--- config.mk ---
export PLATFORM = sky130hd
export DESIGN_NAME = div_seq_32_flat
export DESIGN_NICKNAME = d
export VERILOG_FILES = /design/src/rtl/div_seq_32_if.sv /design/src/rtl/div_seq_32.sv /design/src/flat_wrapper.sv
export SDC_FILE = /design/constraint.sdc
export NUM_CORES = 1
export LEC_CHECK = 0
export CAP_MARGIN = 10
export CORE_ASPECT_RATIO = 0.8
export CORE_MARGIN = 4
export CORE_UTILIZATION = 45
export DETAILED_ROUTE_END_ITERATION = 6
export GPL_ROUTABILITY_DRIVEN = 1
export PLACE_DENSITY = 0.69
export SYNTH_ARGS = -nofsm -noshare
export SYNTH_HDL_FRONTEND = slang
export SYNTH_SLANG_ARGS = --single-unit
--- constraint.sdc ---
create_clock -name clk -period 5.5 [get_ports clk]
set_input_delay 1.1 -clock clk [delete_from_list [all_inputs] [get_ports clk]]
set_output_delay 1.1 -clock clk [all_outputs]
set_load 0.01 [all_outputs]
--- src/rtl/div_seq_32_if.sv ---
// Request/result bundle for the sequential divider.
// The master drives the operands and the start request. The slave (the divider)
// returns its status and the held result.
interface div_seq_32_if #(
    parameter int WIDTH = 32
);
    logic             start;
    logic             is_signed;
    logic [WIDTH-1:0] dividend;
    logic [WIDTH-1:0] divisor;
    logic             busy;
    logic             done;
    logic [WIDTH-1:0] quotient;
    logic [WIDTH-1:0] remainder;
    logic             div_zero;

    modport master (
        output start, is_signed, dividend, divisor,
        input  busy, done, quotient, remainder, div_zero
    );

    modport slave (
        input  start, is_signed, dividend, divisor,
        output busy, done, quotient, remainder, div_zero
    );
endinterface

--- src/rtl/div_seq_32.sv ---
// Multi-cycle restoring divider that produces one quotient bit per clock.
// Signed operands are divided as magnitudes, and the signs are applied in a
// single fixup cycle. The quotient and remainder registers hold their values
// until the next accepted start. The busy and done flags are registered from
// the current state, so each one appears one cycle after its state is entered.
module div_seq_32 #(
    parameter int WIDTH = 32
) (
    input logic         clk,
    input logic         rst,
    div_seq_32_if.slave bus
);
    localparam int CW = $clog2(WIDTH);

    typedef enum logic [1:0] {
        IDLE  = 2'd0,
        RUN   = 2'd1,
        FIXUP = 2'd2,
        DONE  = 2'd3
    } state_t;

    state_t           state;
    logic [CW-1:0]    counter;
    logic [WIDTH-1:0] q_work;
    logic [WIDTH-1:0] rem_work;
    logic [WIDTH-1:0] dvs_mag;
    logic             sign_dvd;
    logic             sign_dvs;
    logic             busy;
    logic             done;
    logic             div_zero;
    logic [WIDTH-1:0] quotient;
    logic [WIDTH-1:0] remainder;

    logic [WIDTH-1:0] dvd_mag_in;
    logic [WIDTH-1:0] dvs_mag_in;
    logic [WIDTH:0]   partial;
    logic [WIDTH:0]   diff;
    logic             ge;
    logic [WIDTH-1:0] q_fix;
    logic [WIDTH-1:0] r_fix;

    // Operand magnitudes, one restoring step, and the sign-corrected results.
    // The step is WIDTH+1 bits wide because the shifted partial remainder can
    // exceed WIDTH bits when the divisor is large.
    always_comb begin
        dvd_mag_in = (bus.is_signed && bus.dividend[WIDTH-1]) ? -bus.dividend : bus.dividend;
        dvs_mag_in = (bus.is_signed && bus.divisor[WIDTH-1])  ? -bus.divisor  : bus.divisor;
        partial    = {rem_work, q_work[WIDTH-1]};
        ge         = (partial >= {1'b0, dvs_mag});
        diff       = partial - {1'b0, dvs_mag};
        q_fix      = (sign_dvd ^ sign_dvs) ? -q_work : q_work;
        r_fix      = sign_dvd ? -rem_work : rem_work;
    end

    // Control FSM, datapath registers and registered outputs.
    always_ff @(posedge clk or posedge rst) begin
        if (rst) begin
            state     <= IDLE;
            counter   <= '0;
            q_work    <= '0;
            rem_work  <= '0;
            dvs_mag   <= '0;
            sign_dvd  <= 1'b0;
            sign_dvs  <= 1'b0;
            busy      <= 1'b0;
            done      <= 1'b0;
            div_zero  <= 1'b0;
            quotient  <= '0;
            remainder <= '0;
        end else begin
            busy <= (state == RUN) || (state == FIXUP);
            done <= (state == DONE);
            case (state)
                IDLE, DONE: begin
                    if (bus.start) begin
                        // The sign flags are captured only for signed divides, so that
                        // the fixup step never alters an unsigned result.
                        sign_dvd <= bus.is_signed & bus.dividend[WIDTH-1];
                        sign_dvs <= bus.is_signed & bus.divisor[WIDTH-1];
                        q_work   <= dvd_mag_in;
                        rem_work <= '0;
                        dvs_mag  <= dvs_mag_in;
                        counter  <= CW'(WIDTH - 1);
                        div_zero <= 1'b0;
                        if (bus.divisor == '0) begin
                            quotient  <= '1;
                            remainder <= bus.dividend;
                            div_zero  <= 1'b1;
                            state     <= DONE;
                        end else begin
                            state <= RUN;
                        end
                    end else begin
                        state <= IDLE;
                    end
                end
                RUN: begin
                    q_work   <= {q_work[WIDTH-2:0], ge};
                    rem_work <= ge ? diff[WIDTH-1:0] : partial[WIDTH-1:0];
                    counter  <= counter - 1'b1;
                    if (counter == '0) begin
                        state <= FIXUP;
                    end
                end
                FIXUP: begin
                    quotient  <= q_fix;
                    remainder <= r_fix;
                    state     <= DONE;
                end
                default: state <= IDLE;
            endcase
        end
    end

    assign bus.busy      = busy;
    assign bus.done      = done;
    assign bus.quotient  = quotient;
    assign bus.remainder = remainder;
    assign bus.div_zero  = div_zero;
endmodule

--- src/flat_wrapper.sv ---
// flat-port wrapper written by rule: the top's interface ports become plain ports
module div_seq_32_flat 
#(
    parameter int WIDTH = 32
)
  (clk, rst, bus_start, bus_is_signed, bus_dividend, bus_divisor, bus_busy, bus_done, bus_quotient, bus_remainder, bus_div_zero);
  div_seq_32_if #(.WIDTH(WIDTH)) bus_i ();
  input logic clk;
  input logic rst;
  input wire logic [$bits(bus_i.start)-1:0] bus_start;
  input wire logic [$bits(bus_i.is_signed)-1:0] bus_is_signed;
  input wire logic [$bits(bus_i.dividend)-1:0] bus_dividend;
  input wire logic [$bits(bus_i.divisor)-1:0] bus_divisor;
  output wire logic [$bits(bus_i.busy)-1:0] bus_busy;
  output wire logic [$bits(bus_i.done)-1:0] bus_done;
  output wire logic [$bits(bus_i.quotient)-1:0] bus_quotient;
  output wire logic [$bits(bus_i.remainder)-1:0] bus_remainder;
  output wire logic [$bits(bus_i.div_zero)-1:0] bus_div_zero;
  assign bus_i.start = bus_start;
  assign bus_i.is_signed = bus_is_signed;
  assign bus_i.dividend = bus_dividend;
  assign bus_i.divisor = bus_divisor;
  assign bus_busy = bus_i.busy;
  assign bus_done = bus_i.done;
  assign bus_quotient = bus_i.quotient;
  assign bus_remainder = bus_i.remainder;
  assign bus_div_zero = bus_i.div_zero;
  div_seq_32 #(.WIDTH(WIDTH)) u_core (.clk(clk), .rst(rst), .bus(bus_i));
endmodule
Word-level counts from Yosys, hierarchy flattened
Index checks and enable logic that the tools add are counted.
{"block": "classes", "addsub": 6, "magnitude_cmp": 1, "eq_ne": 6, "mux": 22, "bitwise": 3, "n_reduce_logical": 12}
{"op": "two-way mux 32 bit", "count": 11}
{"op": "one-hot mux 32 bit (2 select lines)", "count": 4}
{"op": "negation 32 bit", "count": 4}
{"op": ">= comparator 33 x 32 -> 1 bit", "count": 1}
{"op": "zero test 32 bit", "count": 1}
{"op": "subtractor 32 bit", "count": 1}
{"op": "one-hot mux 5 bit (2 select lines)", "count": 1}
{"op": "two-way mux 2 bit", "count": 3}
{"op": "one-hot mux 2 bit (3 select lines)", "count": 1}
{"op": "zero test 5 bit", "count": 1}
{"op": "two-way mux 5 bit", "count": 1}
{"op": "subtractor 5 x 1 -> 5 bit, second input constant", "count": 1}
{"op": "== test 2 bit, second input constant", "count": 2}
{"op": "inequality test 2 bit, second input constant", "count": 2}
{"op": "AND reduction 2 bit", "count": 2}
{"op": "nonzero test 2 bit", "count": 2}
{"op": "AND reduction 3 bit", "count": 1}
{"op": "AND 1 bit", "count": 2}
{"op": "== test 2 x 1 -> 1 bit, second input constant", "count": 1}
{"op": "logical AND 1 bit", "count": 2}
{"op": "zero test 2 bit", "count": 1}
{"op": "inequality test 2 x 1 -> 1 bit, second input constant", "count": 1}
{"op": "OR reduction 2 bit", "count": 1}
{"op": "logical OR 1 bit", "count": 1}
{"op": "2 further kinds", "count": 2}
{"block": "word_totals", "regBits": 172, "inputBits": 68, "out_inout_bits": 67, "word_cells": 62}

Longest topological paths before layout
{"block": "logic_depth", "ltp_word": 4, "depth_mapped": 13}

Worst setup path before layout
Ideal clock, no wire load.
{"block": "synth_timing", "path_kind": "input-to-reg", "start": "input port bus_divisor[16]", "end": "register u_core.remainder[10], in the netlist u_core.bus.remainder[10]", "setup_ns": 0.132, "arrival_time_ns": 3.371, "setup_slack_ns": 1.997, "cell_stages": 10, "n_path_buf": 2, "path_cell_list": "or4_1 or3_1 nor4_4 and2b_2 nand4b_4 o21a_1 buf_6 buf_2 nand2_1 o21ai_1"}
{"block": "synth_between", "elab_chain_cells": 3}
{"item": "from (decl)", "line_no": "flat_wrapper.sv:13", "rtl": "input wire logic [$bits(bus_i.divisor)-1:0] bus_divisor;"}
{"item": "zero test 32 bit", "line_no": "div_seq_32.sv:86", "rtl": "if (bus.divisor == '0) begin"}
{"item": "inequality test 2 x 1 -> 1 bit (no line)"}
{"item": "AND reduction 3 bit (no line)"}
{"item": "to (signal assigned)", "line_no": "div_seq_32.sv:88", "rtl": "remainder <= bus.dividend;"}
{"item": "to (signal assigned)", "line_no": "div_seq_32.sv:108", "rtl": "remainder <= r_fix;"}
{"item": "to (decl)", "line_no": "div_seq_32.sv:33", "rtl": "logic [WIDTH-1:0] remainder;"}
Every way passes these cells.
A chain may end at the register's enable or synchronous reset.

Worst setup path after layout
{"block": "layout_timing", "start": "input port bus_divisor[6]", "end": "register u_core.remainder[2], in the netlist u_core.bus.remainder[2]"}
Same word-level chain as after synthesis.

==> results.json <==
{
  "relSlewSlack_pct": 32.1,
  "core-area_um2": 24700,
  "synth-xor-area-share_pct": 11.2,
  "crit_slowest_cell": "o21a_2",
  "grt_usage_pct": 22.2,
  "crit_arrival_ps": 4430,
  "leakage_nw": 6.07,
  "crit_family": "simple AND/OR/NAND/NOR gates",
  "synth_most_common_cell": "nand2_1",
  "root_buffer": "clkbuf_16",
  "start_util_pct": 46.4,
  "cp-end-kind": "register",
  "synth.top_cells.by_count": "nand2_1, dfrtp_1, o21ai_0, a21oi_1, nor2_1",
  "fp.dieW_um": 186,
  "h-tree-depth": 4,
  "crit_fanout": 57,
  "synth.net_count": 1504,
  "yosysTopAreaCellShare_pct": 37.6,
  "hold_path.class": "register to register",
  "area_growth_pct": 19.2,
  "synth-simple-area-share_pct": 16.9,
  "status": "completed",
  "reg2reg_slack_ps": 1690,
  "synth.area.top_cells": "dfrtp_1, xor2_1, o21ai_0",
  "ant_nets": 0,
  "maxCapViolCount": 0,
  "cp_num_buf_inv": 1,
  "design.die.area_um2": 28100,
  "rows": 51,
  "cts_hold_buffers": 0,
  "final_cells": 1824,
  "power_mw": 7.42,
  "postCtsResizedCells": 0,
  "vdd_drop_max_mv": 0.348,
  "drive_above_1_share_pct": 4.45,
  "finish.utilization_pct": 55.3,
  "synthArstFlopShare_pct": 100,
  "timing.rr.start": "u_core.rem_work[8]$_DFFE_PP0P_",
  "synth_top_flop_cell": "dfrtp_1",
  "io_pins": 135,
  "top_usage_layer": "met2",
  "die_h_um": 151,
  "dp_hpwl_um": 23100,
  "grt_pass1_vias": 9926,
  "setup_violations": 0,
  "grt.overflow.total": 0,
  "drt_iter0_markers": 889,
  "dr.pass1.iters": 5,
  "rsz0062_at_grt": "no",
  "critPathMaxStageDelay_ps": 600,
  "holdPathEnd": "u_core.dvs_mag[14]$_DFFE_PP0P_",
  "synth.distinct_cells": 66,
  "hold_depth": 2,
  "synth_cells": 1394,
  "tns_ps": 0,
  "synth_compound_area_share_pct": 22.1,
  "hold_viol": 0,
  "cts_made_buffers": 17,
  "met2_usage_pct": 35.2,
  "drc": 0,
  "syn_area_per_cell_um2": 8.22,
  "nets": 1603,
  "fin_crit_ps": 4150,
  "io_buffers": 134,
  "vias": 10290,
  "grtUsageMet1_pct": 32.2,
  "syn_area_um2": 11500,
  "clock.fmax_ghz": 0.241,
  "synth_seq_cells": 172,
  "slew_viol_final": 0,
  "power_density_nw_per_um2": 543,
  "via_per_inst": 5.64,
  "critPathKind": "input port to register",
  "cts_sinks": 172,
  "worstPathRequired_ps": 5790,
  "wl_per_cell_um": 17.0,
  "cts_tree": "yes",
  "synth_top_family_by_area": "compound AO/OA/AOI/OAI gates",
  "diodes": 0,
  "fin_skew_ps": 17.9,
  "grtUsageMet3_pct": 4.38,
  "antenna_found_initial": 0,
  "synthAdderAreaFrac_pct": 4.65,
  "worst_slew_pin_slew_ps": 1020,
  "grt_start_max_net_pins": 91,
  "r2r_cells": 11,
  "cp_cell_sequence": "clkdlybuf4s50_1 > nor4_1 > or3b_2 > nor4_4 > and2b_2 > nand4b_4 > o21a_2 > nand2_1 > o21ai_1",
  "grt_pass1_wl_um": 51200,
  "place_area_um2": 13000,
  "worstSkewPairLatency_ps": 440,
  "worstHoldStart": "u_core.dvs_mag[14]$_DFFE_PP0P_",
  "fin_area_um2": 13700,
  "yosys_warnings": 0,
  "synth_top_cell_by_area": "dfrtp_1",
  "r2r-end": "u_core.rem_work[6]$_DFFE_PP0P_",
  "gp_congestion": 0.862,
  "cts_setup_buffers": 0,
  "synth.area.mux_share_pct": 2.72,
  "place_inst": 1792,
  "finalCritPeriodShare_pct": 75.4,
  "critPathLaunchType": "input port",
  "clk_path_buf_depth": 2,
  "path_clk_slew_ps": 70,
  "synth-edff-count": 0,
  "wirelength_um": 31100,
  "ys_seq_area_share_pct": 37.6
}
==> sequential cells by signal (all words and copies together) (netlist names) <==
signal and cells:
u_core.bus.remainder 32, u_core.q_work 32, u_core.counter 5, u_core.state 2, u_core.bus.done 1, u_core.rem_work 32
u_core.bus.div_zero 1, u_core.bus.busy 1, u_core.dvs_mag 32, u_core.sign_dvd 1, u_core.bus.quotient 32, u_core.sign_dvs 1
==> worst max path at each step <==
stage                     from                                    to  slack, ps  cells after the start
2_1_floorplan  bus_divisor[16]  u_core.bus.remainder[10]$_DFFE_PP0P_       2000                     10
3_3_place_gp    bus_divisor[6]  u_core.bus.remainder[11]$_DFFE_PP0P_        960                      9
3_5_place_dp    bus_divisor[6]   u_core.bus.remainder[2]$_DFFE_PP0P_        870                      9
4_1_cts         bus_divisor[6]   u_core.bus.remainder[2]$_DFFE_PP0P_       1330                      9
5_1_grt         bus_divisor[6]  u_core.bus.remainder[11]$_DFFE_PP0P_       1020                      9
6_report        bus_divisor[6]   u_core.bus.remainder[2]$_DFFE_PP0P_       1350                      9
==> worst register-to-register path, cell delays in order (launching register included) <==
cell     delay, ps
dfrtp_1        470
ha_1           370
and4_1         250
and3_1         180
a21o_1         180
a31o_2         280
a31o_2         310
a41oi_1        370
o21a_1         340
buf_4          490
mux2i_1        350
o22ai_1        100
==> cells in the final DEF (no fill, tap or decap), types with 12 or more instances in the layout <==
cell type	instances
xnor2_1	64
a21oi_1	137
or3_1	16
ha_1	40
clkdlybuf4s50_1	134
buf_4	14
xor2_1	83
a31oi_1	14
o41ai_1	16
o21ai_0	138
mux2i_1	30
nor3_1	16
nor4_1	14
dfrtp_1	172
nand2_1	181
a21o_1	19
nand2b_1	15
o21ai_1	43
nand3_1	12
clkbuf_16	17
inv_1	66
nor2_1	123
o31ai_1	22
==> per-stage QoR <==
stage | hold WS, ps | setup slack, ps
after global routing | 506 | 1020
after floorplan | 450 | 2000
final | 482 | 1350
after detailed placement | 473 | 868
after global placement | 468 | 959
after CTS | 490 | 1330
==> cell families (layout without fill, tap and decap cells) <==
group / after synthesis / count (layout)
buf+inv: 137 / 249
fa+ha+maj: 42 / 42
simple gates: 426 / 426
flops: 172 / 172
compound gates: 439 / 439
mux: 31 / 31
xor+xnor: 147 / 147
==> power by group <==
part           switching, mW  internal (mW)  total, mW
Clock                  0.560          0.726       1.29
Combinational           2.35           1.59       3.94
Sequential             0.418           1.78       2.19
==> cell type report <==
type                       count  area, um^2
sequential                   172        4300
clock inverter                14         184
inverter                      68         259
tap                          318         398
multi-input combinational   1085        6620
fill                        2254       11000
timing repair buffer         149        1470
clock buffer                  18         429
==> per-layer routing <==
metal	wire, um	share of wire, %	vias up
met4	312	1.0	0
li1	-	-	5058
met3	1650	5.3	22
met5	0	0	-
met1	15200	49	4931
met2	13900	45	279
Note: power is estimated with default switching activity, not from simulation.
